File: config.mk
export PLATFORM = sky130hd
export DESIGN_NAME = edge_map_packer
export DESIGN_NICKNAME = d
export VERILOG_FILES = /design/src/rtl/edge_map_packer.sv
export SDC_FILE = /design/constraint.sdc
export NUM_CORES = 1
export LEC_CHECK = 0
export BUFFER_PORTS_ARGS = -buffer_cell sky130_fd_sc_hd__buf_2
export CAP_MARGIN = 20
export CORE_MARGIN = 2
export CORE_UTILIZATION = 59
export CTS_BUF_LIST = sky130_fd_sc_hd__clkbuf_16
export CTS_CLUSTER_SIZE = 40
export DETAILED_ROUTE_END_ITERATION = 10
export PLACE_DENSITY_LB_ADDON = 0.2
export SYNTH_ARGS = -nofsm -noshare
export SYNTH_HDL_FRONTEND = slang
export SYNTH_SLANG_ARGS = --single-unit
File: constraint.sdc
create_clock -name clk -period 6.2 [get_ports clk]
set_input_delay 0.31 -clock clk [delete_from_list [all_inputs] [get_ports clk]]
set_output_delay 0.31 -clock clk [all_outputs]
set_load 0.01 [all_outputs]
File: src/rtl/edge_map_packer.sv
// edge_map_packer: packs a 1-bit-per-pixel edge stream into bytes and writes them to a frame memory
//    clk        system clock, all logic on posedge
//    rst        asynchronous active-low reset
//    pix_in     edge pixel, edge bit is pix_in[23]
//    pix_valid  pixel valid (no backpressure)
//    sof        start of frame, qualifies pixel (0,0)
//    wr_en/wr_addr/wr_data/wr_ready  byte write port, popped on wr_en&&wr_ready
//    busy       high in RUN and DRAIN
//    frame_done one-cycle pulse after the last byte of a frame is written
//    overflow   sticky, a byte was dropped because the FIFO was full
//    Macro PACK_MSB_FIRST_EN: column 8k+i lands in wr_data[7-i] instead of wr_data[i]
module edge_map_packer #(
   parameter int H_RES  = 640,
   parameter int V_RES  = 480,
   parameter int ADDR_W = 16
) (
   input  logic              clk,
   input  logic              rst,
   input  logic [23:0]       pix_in,
   input  logic              pix_valid,
   input  logic              sof,
   output logic              wr_en,
   output logic [ADDR_W-1:0] wr_addr,
   output logic [7:0]        wr_data,
   input  logic              wr_ready,
   output logic              busy,
   output logic              frame_done,
   output logic              overflow
);
   localparam int CW = $clog2(H_RES + 8);
   localparam int RW = $clog2(V_RES + 1);
   localparam logic [CW-1:0] COL_LAST = CW'(H_RES - 1);
   localparam logic [RW-1:0] ROW_LAST = RW'(V_RES - 1);
   typedef enum logic [1:0] {IDLE, RUN, DRAIN, DONE} state_t;
   state_t state, state_nx;
   logic [CW-1:0] col, cur_col;
   logic [RW-1:0] row, cur_row;
   logic [ADDR_W-1:0] addr, cur_addr, a1;
   logic [7:0] sr, byte_nx, d1;
   logic [2:0] pos;
   logic [1:0] cnt, occ;
   logic start, acc, line_end, byte_end, last, pop, push;
   // A sof pixel overrides the running counters so it is always (0,0), address 0, empty byte.
   always_comb begin
      start    = pix_valid && sof && (state == IDLE || state == RUN);
      acc      = start || (pix_valid && state == RUN);
      cur_col  = start ? '0 : col;
      cur_row  = start ? '0 : row;
      cur_addr = start ? '0 : addr;
`ifdef PACK_MSB_FIRST_EN
      pos      = 3'd7 - cur_col[2:0];
`else
      pos      = cur_col[2:0];
`endif
      byte_nx  = (start ? 8'h00 : sr) | ({7'b0, pix_in[23]} << pos);
      line_end = cur_col == COL_LAST;
      byte_end = acc && (cur_col[2:0] == 3'd7 || line_end);
      last     = acc && line_end && cur_row == ROW_LAST;
      wr_en    = cnt != 2'd0;
      pop      = wr_en && wr_ready;
      occ      = cnt - {1'b0, pop};
      push     = byte_end && occ != 2'd2;
      busy       = state == RUN || state == DRAIN;
      frame_done = state == DONE;
      state_nx = state;
      case (state)
         IDLE:  state_nx = start ? (last ? DRAIN : RUN) : IDLE;
         RUN:   state_nx = last ? DRAIN : RUN;
         DRAIN: state_nx = (occ == 2'd0) ? DONE : DRAIN;
         DONE:  state_nx = IDLE;
         default: state_nx = IDLE;
      endcase
   end
   always_ff @(posedge clk or negedge rst) begin
      if (!rst) begin
         state    <= IDLE;
         col      <= '0;
         row      <= '0;
         sr       <= '0;
         addr     <= '0;
         cnt      <= '0;
         wr_addr  <= '0;
         wr_data  <= '0;
         a1       <= '0;
         d1       <= '0;
         overflow <= 1'b0;
      end else begin
         state <= state_nx;
         if (acc) begin
            col  <= line_end ? '0 : cur_col + 1'b1;
            row  <= line_end ? cur_row + 1'b1 : cur_row;
            sr   <= byte_end ? 8'h00 : byte_nx;
            // a dropped byte still consumes its address
            addr <= byte_end ? cur_addr + 1'b1 : cur_addr;
         end
         overflow <= (byte_end && !push) || (overflow && !(start && state == IDLE));
         if (pop) begin
            wr_data <= d1;
            wr_addr <= a1;
         end
         if (push && occ == 2'd0) begin
            wr_data <= byte_nx;
            wr_addr <= cur_addr;
         end
         if (push && occ == 2'd1) begin
            d1 <= byte_nx;
            a1 <= cur_addr;
         end
         cnt <= occ + {1'b0, push};
      end
   end
endmodule
==> out/metrics.csv, run 1 <==
metric,value,unit
vias,3418,
seq_area_frac_synth,49.9,%
p_sw_share,31.7,%
synth_common_cells,"dfrtp_1 (96), mux2i_1 (64), nand2_1 (44), inv_1 (31), o21ai_0 (28)",
antennaDiodeCount,0,
arrival,4310,ps
num_io_pins,57,
root_buffer,clkbuf_16,
power.internal,1280,µW
crit_slowest_cell,nor3_4,
grt_first_pass_wirelength,16.4,mm
row_count,32,
ant_nets,0,
ys_ff_latch,96,
status,finished clean,
drc,0,
setup_viol,0,
numPlacedInstances,574,
pwr_density_cell,351,nW/µm²
multi_input_area,2190,µm²
syn-num-nets,499,
htree_levels,3,
syn_inst,459,
p_leak,0.00236,µW
yosysMostFrequentCell,dfrtp_1,
insertion_delay,340,ps
ys_dominant_reg_cell,dfrtp_1,
dieArea,8900,µm²
synthArstFlopShare,100,%
p_comb_share,25.2,%
synth_area_leaders,"dfrtp_1 (50%), mux2i_1 (13%), nand2_1 (3.4%), o21ai_0 (2.9%), ha_1 (2.9%)",
worst_slew_pin_slew,1010,ps
power,1880,µW
start_util,61.7,%
grt_start_max_net_pins,59,
finalSetupTns,0,ps
syn_area,4810,µm²
coreArea,7810,µm²
cts_buffer_depth,2,
slowest_delay,940,ps
slew_headroom,32.5,%
final_cells,591,
r2r_end,a1[2],
skew,5.43,ps
dr.first_iter.drc_count,159,
cts_resized,0,
start_kind,flip-flop,
whs_path_depth,2,
fin_nets,524,
cp_top_family,simple AND/OR/NAND/NOR gates,
rsz0062_at_grt,no,
avgSynthCellArea,10.5,µm²
fmax,246,MHz
die_w,94.3,µm
ys_types,48,
hold_end,col[8],
cp.required,6450,ps
maxCapViolCount,0,
viasPerCell,5.78,
pwr-share-seq,46.1,%
worstPathBufferInverterCount,2,
post-route-min-period,4060,ps
end_kind,flip-flop,
numClockSinks,96,
slew_violations,0,
clockPowerShare,28.7,%
grt_pass1_vias,3442,
syn_to_final_growth,11.0,%
crit_chain,inv_1 -> ha_1 -> o211ai_2 -> and2_1 -> ha_1 -> ha_1 -> nand3_1 -> nor3_4 -> buf_4 -> mux2i_1,
clkSlewWorstSetupHoldPaths,60,ps
cts_tree,done,
path_common_cell,ha_1,
die_y,94.3,µm
routed_wirelength,9.51,mm
critical_path_class,flip-flop to flip-flop,
hold_viol,0,
globalplace.congestion,0.797,
p_switching,595,µW
avgRoutedWirePerCell,16.1,µm
period_share,65.4,%
antenna_found_initial,0,
synth_top_area_cell,dfrtp_1,
r2r_cells,10,
gr-total-overflow,0,
worstReg2RegStart,state[1],
n_fill_cell,623,
seq_area,2400,µm²
track_usage,24.0,%
yosysTopAreaCellShare,49.9,%
cp_max_fo,15,
ys_warn_count,0,
drt-pass1-iter-count,4,
rrSetupSlack,2140,ps
portBuffers,33,
numCtsBuffers,9,
hp-class,primary input to flip-flop,
hp-start,sof,
ir_drop,0.193,mV
synth_edf_count,0,
hpwl,6.35,mm
layout-drive-gt1-share,14.5,%
[metal layers]
layer  vias to the layer above  share of wire [%]  routed length [µm]  GRT usage [%]
li1                       1663                  -                   -              -
met3                        10                3.5                 332           3.37
met2                        60                 50                4720           41.4
met4                         0                1.3                 128           7.61
met5                         -                  0                   0              0
met1                      1685                 46                4330           31.4
[what timing repair did]
item / CTS / global route
hold endpoints to repair: 38 / 0
setup buffers: 0 / 0
hold buffers: 1 / 0
[cells by family after synthesis]
family,count (synthesis),synth area share [%]
AND/OR/NAND/NOR,145,16.1
flip-flops,96,49.9
multiplexers,76,16.1
AO/OA/AOI/OAI,64,8.19
buffers and inverters,56,4.86
XOR/XNOR,11,2.00
adder cells (fa/ha/maj),11,2.86
[worst max-delay path by stage]
stage	from	cells past startpoint	slack, ps	end
after global placement	state[1]	10	2290	d1[3]
after global routing	state[1]	10	1790	d1[5]
after detailed placement	state[1]	10	2170	a1[4]
after CTS	state[1]	10	2140	a1[2]
final	state[1]	10	2140	a1[2]
after floorplan	state[1]	13	2760	addr[13]
[through the flow]
stage	util (%)	setup WS (ps)	cell area (µm²)	hold WS [ps]
after floorplan	-	2760	4810	14.4
after global placement	64.6	2290	5040	308
after detailed placement	64.6	2170	5040	310
after CTS	68.4	2140	5340	247
after global routing	68.4	1790	5340	294
final	68.4	2140	5340	245
[flip-flops by register name, summed over array words and instances (netlist names)]
name and flops:
d1 8, wr_addr 16, state 2, col 10
a1 16, addr 16, cnt 2, overflow 1
wr_data 8, row 9, sr 8
[cell type report]
class	instances	share of cell area (%)
sequential	96	45.0
multi-input combinational	307	41.0
clock buffer	9	4.22
timing repair buffer	39	4.03
tap	102	2.39
inverter	31	2.18
clock inverter	7	1.22
[power groups by stage]
stage / Clock [µW] / Combinational (µW) / Sequential [µW]
final: 537 / 473 / 865
after global routing: 572 / 533 / 884
after CTS: 546 / 482 / 864
after detailed placement: 0 / 477 / 873
after global placement: 0 / 458 / 865
after floorplan: 0 / 306 / 876
[worst register-to-register path, cell delays in order (launching register included)]
cell	delay, ps
dfrtp_1	410
inv_1	100
ha_1	270
o211ai_2	470
and2_1	210
ha_1	180
ha_1	370
nand3_1	430
nor3_4	940
buf_4	370
mux2i_1	240
[cells in the final DEF (no fill, tap or decap), types with 2 or more instances in the layout]
| master | instances |
|---|---|
| a21oi_1 | 13 |
| nor3_1 | 6 |
| xor2_1 | 4 |
| nand2_1 | 44 |
| and4_1 | 3 |
| mux2i_1 | 64 |
| nand3_1 | 18 |
| nand4_1 | 9 |
| or4_1 | 7 |
| and2_1 | 8 |
| nor3_4 | 2 |
| nor2_1 | 16 |
| a22o_1 | 3 |
| nand2b_1 | 7 |
| o31ai_1 | 6 |
| dfrtp_1 | 96 |
| or4b_2 | 2 |
| a31oi_1 | 3 |
| buf_4 | 6 |
| o21a_1 | 2 |
| and3_1 | 2 |
| ha_1 | 11 |
| nor2b_1 | 3 |
| xnor2_1 | 7 |
| inv_1 | 34 |
| o21ai_0 | 28 |
| buf_2 | 32 |
| or3_1 | 7 |
| clkbuf_16 | 9 |
| mux2_2 | 12 |
| clkinvlp_4 | 2 |
| nor4_1 | 4 |
(Power assumes the default switching activity.)
==> inputs of run 2 (changes only) <==
- ABC_AREA: not set -> 1
- clock period: 6.2 -> 4.2 ns (I/O delays scaled with it)
==> run 2 against run 1 <==
Net effect:
- non-clock buffer count shrank 1
- sequential power grew 40%
- critical path depth grew 5
- count of clock-buffer cells in the layout is the same
- register-to-register slack lost 1200 ps
==> out/metrics.csv, run 2 <==
metric,value,unit,change
maxCapViolCount,0,,unchanged
ys_ff_latch,96,,unchanged
critical_path_class,flip-flop to flip-flop,,
ys_warn_count,0,,unchanged
crit_chain,inv_1 -> ha_1 -> inv_2 -> nand2_2 -> nand2_4 -> nand2_2 -> inv_1 -> ha_1 -> ha_1 -> nand2_4 -> nor2_4 -> nor2_1 -> buf_4 -> nand2_1 -> o211ai_1,,
skew,12.7,ps,+7.23 ps
slew_violations,0,,unchanged
yosysMostFrequentCell,nand2_1,,
r2r_cells,15,,+5
coreArea,8220,µm²,+5.2%
hp-class,primary input to flip-flop,,
insertion_delay,340,ps,about the same
layout_setup_ws,989,ps,-1150 ps
synth_top_area_cell,dfrtp_1,,
die_y,96.0,µm,+1.8%
grt_start_max_net_pins,57,,-3.4%
dieArea,9220,µm²,+3.7%
rsz0062_at_grt,no,,
antenna_found_initial,0,,unchanged
slew_headroom,47.8,%,+15 points
cts_buffer_depth,2,,unchanged
crit_slowest_cell,nand2_4,,
ys_dominant_reg_cell,dfrtp_1,,
setup_viol,0,,unchanged
num_io_pins,57,,unchanged
avgSynthCellArea,8.33,µm²,-21%
period_share,76.4,%,+11 points
root_buffer,clkbuf_16,,
track_usage,25.6,%,+1.6 points
syn-num-nets,640,,+28%
whs_path_depth,3,,+1
start_util,60.8,%,-0.82 points
numCtsBuffers,9,,unchanged
avgRoutedWirePerCell,14.6,µm,-9.2%
grt_first_pass_wirelength,18.4,mm,+12%
worst_slew_pin_slew,782,ps,-227 ps
grt_pass1_vias,3944,,+15%
worst_hold_slack,353,ps,+108 ps
reg_top3,"a1 (16), addr (16), wr_addr (16)",,
ant_nets,0,,unchanged
start_kind,flip-flop,,
status,finished clean,,
syn_area,5000,µm²,+3.8%
path_common_cell,ha_1,,
synth_edf_count,0,,unchanged
drt-pass1-iter-count,4,,unchanged
seq_area_frac_synth,48.1,%,-1.8 points
vias,4067,,+19%
portBuffers,33,,unchanged
syn_to_final_growth,11.4,%,
row_count,33,,+3.1%
htree_levels,3,,unchanged
final_cell_mix,"nand2_1 (148), dfrtp_1 (96), inv_1 (69)",,
synthArstFlopShare,100,%,unchanged
gr-total-overflow,0,,unchanged
ys_types,41,,-15%
antennaDiodeCount,0,,unchanged
synth_common_cells,"nand2_1 (148), dfrtp_1 (96), inv_1 (69), nor2_1 (56), nand3_1 (45)",,
hold_viol,0,,unchanged
numClockSinks,96,,unchanged
end_kind,flip-flop,,
pwr_density_cell,532,nW/µm²,+52%
arrival,3400,ps,-910 ps
fmax,311,MHz,+26%
layout-drive-gt1-share,15.8,%,+1.3 points
cp.required,4390,ps,-2060 ps
yosysTopAreaCellShare,48.1,%,-1.8 points
n_fill_cell,628,,+0.80%
syn_inst,600,,+31%
cts_tree,done,,
place_ws,1010,ps,-1170 ps
hpwl,7.30,mm,+15%
synth_area_leaders,"dfrtp_1 (48%), nand2_1 (11%), inv_1 (5.2%), nand3_1 (4.5%), nor2_1 (4.2%)",,
finalSetupTns,0,ps,unchanged
drc,0,,unchanged
ir_drop,0.297,mV,+54%
fin_nets,668,,+27%
routed_wirelength,10.8,mm,+13%
post-route-min-period,3210,ps,-847 ps
globalplace.congestion,0.838,,+5.1%
die_w,96.0,µm,+1.8%
final_common_cell,nand2_1,,
clkSlewWorstSetupHoldPaths,70,ps,about the same
slowest_delay,400,ps,-540 ps
dr.first_iter.drc_count,253,,+59%
cp_max_fo,44,,+29
p_leak,0.00282,µW,+20%
viasPerCell,5.52,,-4.6%
==> run 2: final cells by class <==
class                   count  area, µm²  share of cell area, %
flip-flops and latches     96       2400                   43.1
multi-input cells         408       2190                   39.4
inverters                  75        282                   5.06
clock buffers               9        225                   4.04
repair buffers             38        220                   3.95
well taps                 105        131                   2.36
clock inverters             6        115                   2.07
==> run 2: path summary, 6_finish.rpt <==
| path | start | endpoint | slack, ps |
|---|---|---|---|
| worst max-delay path | state[0] | wr_addr[0] | 990 |
| worst min-delay path | wr_ready | wr_addr[1] | 350 |
| worst max register to register | state[0] | wr_addr[0] | 990 |
| worst min register to register | col[9] | col[9] | 480 |
| max in group asynchronous | rst | sr[7] | 2720 |
| min in group asynchronous | rst | state[1] | 460 |
==> run 2: logic make-up (layout without fill, tap and decap cells) <==
family / Yosys count / in the layout / share of synthesized area (%)
AOI/OAI and AO/OA: 82 / 82 / 10.3
muxes: 1 / 1 / 0.225
adders and majority gates: 11 / 11 / 2.75
xor gates and xnor gates: 15 / 15 / 2.63
DFF: 96 / 96 / 48.1
buffers and inverters: 96 / 128 / 8.19
and+or+nand+nor: 299 / 299 / 27.8
==> run 2: what timing repair did <==
action                                 in CTS  in global routing
buffers inserted                            0                  0
hold buffers                                1                  0
endpoints found under the hold margin      55                  0
gates resized for setup                     0                  0
==> run 2: power by group <==
group | switching (µW) | internal (µW) | total (µW)
Sequential | 105 | 1110 | 1210
Combinational | 531 | 271 | 802
Clock | 367 | 583 | 950
==> run 2: metal layers <==
layer	vias to the layer above	track usage (%)	part of all wire (%)
li1	1985	-	-
met1	1990	35.3	47
met4	0	7.50	1.2
met5	-	0	0
met3	11	2.98	3.4
met2	81	42.8	49
==> run 2: critical path, delay by kind of cell (launching register included) <==
kind            cells  cell delay, ps
compound gates      1             120
fa+ha+maj           3             690
buf+inv             4             560
flops               1             380
simple gates        7            1290
==> run 2: per-stage QoR <==
step / instances / util [%] / total power, µW / instance area (µm²)
after CTS: 737 / 67.8 / 2970 / 5570
final: 737 / 67.8 / 2960 / 5570
after floorplan: 600 / - / 1770 / 5000
after detailed placement: 721 / 63.5 / 2020 / 5220
after global routing: 737 / 67.8 / 3130 / 5570
after global placement: 721 / 63.5 / 1990 / 5220
==> inputs of run 3 (changes only) <==
- ABC_AREA: 1 -> 0
- CORE_UTILIZATION: 59 -> 53
- clock period: 4.2 -> 2.7 ns (I/O delays scaled with it)
==> run 3 against run 2 <==
Net effect:
- largest power group unchanged
- global-route usage down 3.8 points
- cell count down 14%
- sequential power up 64%
- critical path depth down 5
- clock power up 31%
- wire length down 4.7%
- first-iteration DRC count down 9.5%
- the flow now finishes with violations (setup timing)
- sequential cell count unchanged
- core utilization down 1.1 points
==> out/metrics.csv, run 3 (synthesis results as in run 1) <==
metric,value,unit,change
post-route-min-period,2710,ps,-501 ps
dr.first_iter.drc_count,229,,-9.5%
htree_levels,3,,unchanged
ir_drop,0.399,mV,+34%
die_y,99.3,µm,+3.4%
rsz0062_at_grt,yes,,
numCtsBuffers,9,,unchanged
end_kind,flip-flop,,
avgRoutedWirePerCell,16.3,µm,+11%
syn_to_final_growth,21.4,%,
hpwl,6.90,mm,-5.5%
hp-start,sof,,
layout-drive-gt1-share,24.1,%,+8.3 points
finalSetupTns,-9.38,ps,-9.38 ps
gr-total-overflow,0,,unchanged
maxCapViolCount,0,,unchanged
pwr_density_cell,762,nW/µm²,+43%
final_common_cell,dfrtp_1,,
reg_top3,"a1 (16), addr (16), wr_addr (16)",,
root_buffer,clkbuf_16,,
setup_viol,1,,+1
globalplace.congestion,0.815,,-2.7%
status,"finished, violations left",,
coreArea,8760,µm²,+6.7%
drc,0,,unchanged
num_io_pins,57,,unchanged
fin_nets,558,,-16%
row_count,34,,+3.0%
fmax,369,MHz,+19%
pwr-share-seq,44.6,%,+3.7 points
slew_violations,0,,unchanged
final_cell_mix,"dfrtp_1 (96), mux2i_1 (63), nand2_1 (44)",,
cts_buffer_depth,2,,unchanged
p_sw_share,33.2,%,-0.67 points
hold_viol,0,,unchanged
cp_max_fo,6,,-86%
rrSetupSlack,-9,ps,-1000 ps
ant_nets,0,,unchanged
p_leak,0.00255,µW,-9.6%
portBuffers,33,,unchanged
power.internal,2980,µW,+52%
period_share,100,%,+24 points
antennaDiodeCount,0,,unchanged
drt-pass1-iter-count,4,,unchanged
start_kind,flip-flop,,
routed_wirelength,10.3,mm,-4.7%
grt_start_max_net_pins,62,,+8.8%
insertion_delay,340,ps,about the same
antenna_found_initial,0,,unchanged
hp-class,primary input to flip-flop,,
start_util,54.9,%,-5.9 points
slew_headroom,67.8,%,+20 points
hold_end,col[8],,
arrival,2980,ps,-420 ps
dieArea,9860,µm²,+6.9%
cts_tree,done,,
power,4450,µW,+50%
final_cells,631,,-14%
r2r_end,addr[13],,
vias,3598,,-12%
die_w,99.3,µm,+3.4%
whs_path_depth,2,,-1
p_switching,1480,µW,+47%
cp.required,2970,ps,-1420 ps
numClockSinks,96,,unchanged
violations,setup timing,,
clkSlewWorstSetupHoldPaths,80,ps,about the same
layout_setup_ws,-9.38,ps,-999 ps
place_ws,-42.0,ps,-1050 ps
grt_first_pass_wirelength,17.2,mm,-6.6%
p_comb_share,27.6,%,+0.5 points
track_usage,21.8,%,-3.8 points
numPlacedInstances,606,,-16%
grt_pass1_vias,3493,,-11%
viasPerCell,5.70,,+3.3%
r2r_cells,10,,-5
worst_slew_pin_slew,483,ps,-299 ps
skew,10.1,ps,-2.56 ps
critical_path_class,flip-flop to flip-flop,,
worstReg2RegStart,state[0],,
clockPowerShare,27.8,%,-4.3 points
-- run 3: cell types whose count changed in the layout (fill, tap and decap cells not counted), moves of 10 or more --
cell / before / now
a21oi_1: 26 / 12
buf_4: 4 / 31
inv_1: 69 / 30
mux2_2: 1 / 12
mux2i_1: 0 / 63
nand2_1: 148 / 44
nand3_1: 45 / 15
nor2_1: 56 / 16
o211ai_1: 17 / 0
o21ai_0: 18 / 28
-- run 3: routing by layer --
layer	track usage, %	wire length (µm)	up-vias
met5	0	0	-
li1	-	-	1734
met1	31.6	4880	1772
met2	34.5	4950	85
met3	3.37	344	7
met4	6.43	84	0
-- run 3: how the worst max path moves through the flow --
stage                        start        to  slack [ps]  depth (start not counted)
after floorplan           state[0]  addr[13]        -320                         13
after global placement    state[0]  addr[14]          20                         10
after detailed placement  state[0]  addr[14]         -40                         10
after CTS                 state[0]  addr[13]           3                         10
after global routing      state[0]  addr[11]        -140                         11
final                     state[0]  addr[13]          -9                         10
-- run 3: power groups by stage --
stage | combinational, µW | sequential, µW | clock (µW)
final | 1230 | 1990 | 1240
after global routing | 1370 | 2030 | 1320
after CTS | 1230 | 1990 | 1260
after detailed placement | 1200 | 2010 | 0
after global placement | 1160 | 1990 | 0
after floorplan | 773 | 2010 | 0
-- run 3: stage by stage --
stage               hold WS [ps]  util (%)  cell area (µm²)
floorplan                   -161         -             4960
global placement             130      61.8             5420
global route                 149      66.7             5840
finish                       128      66.7             5840
CTS                          122      65.8             5760
detailed placement           136      61.8             5420
-- run 3: repair_timing --
action                                 4_1_cts  5_1_grt
buffers inserted                             2        5
hold buffers                                 1        0
cloned                                       1        0
endpoints found under the hold margin       35        0
pin swaps                                    1        5
setup endpoints to repair                   33       25
gates resized for setup                      1       10
-- run 3: final cells by class --
type	instances	area (µm²)
Timing Repair Buffer	73	578
Fill cell	691	2920
Multi-Input combinational cell	307	2330
Clock buffer	9	225
Sequential cell	96	2400
Tap cell	108	135
Clock inverter	7	61.3
Inverter	31	116
-- run 3: worst max-delay path, cell delays in order, from the launching register on --
cell,delay (ps)
dfrtp_1,420
inv_2,80
ha_4,180
o211ai_4,290
and2_4,210
ha_4,140
ha_4,150
nand3_4,70
or4_4,500
or4_1,470
a21oi_1,130
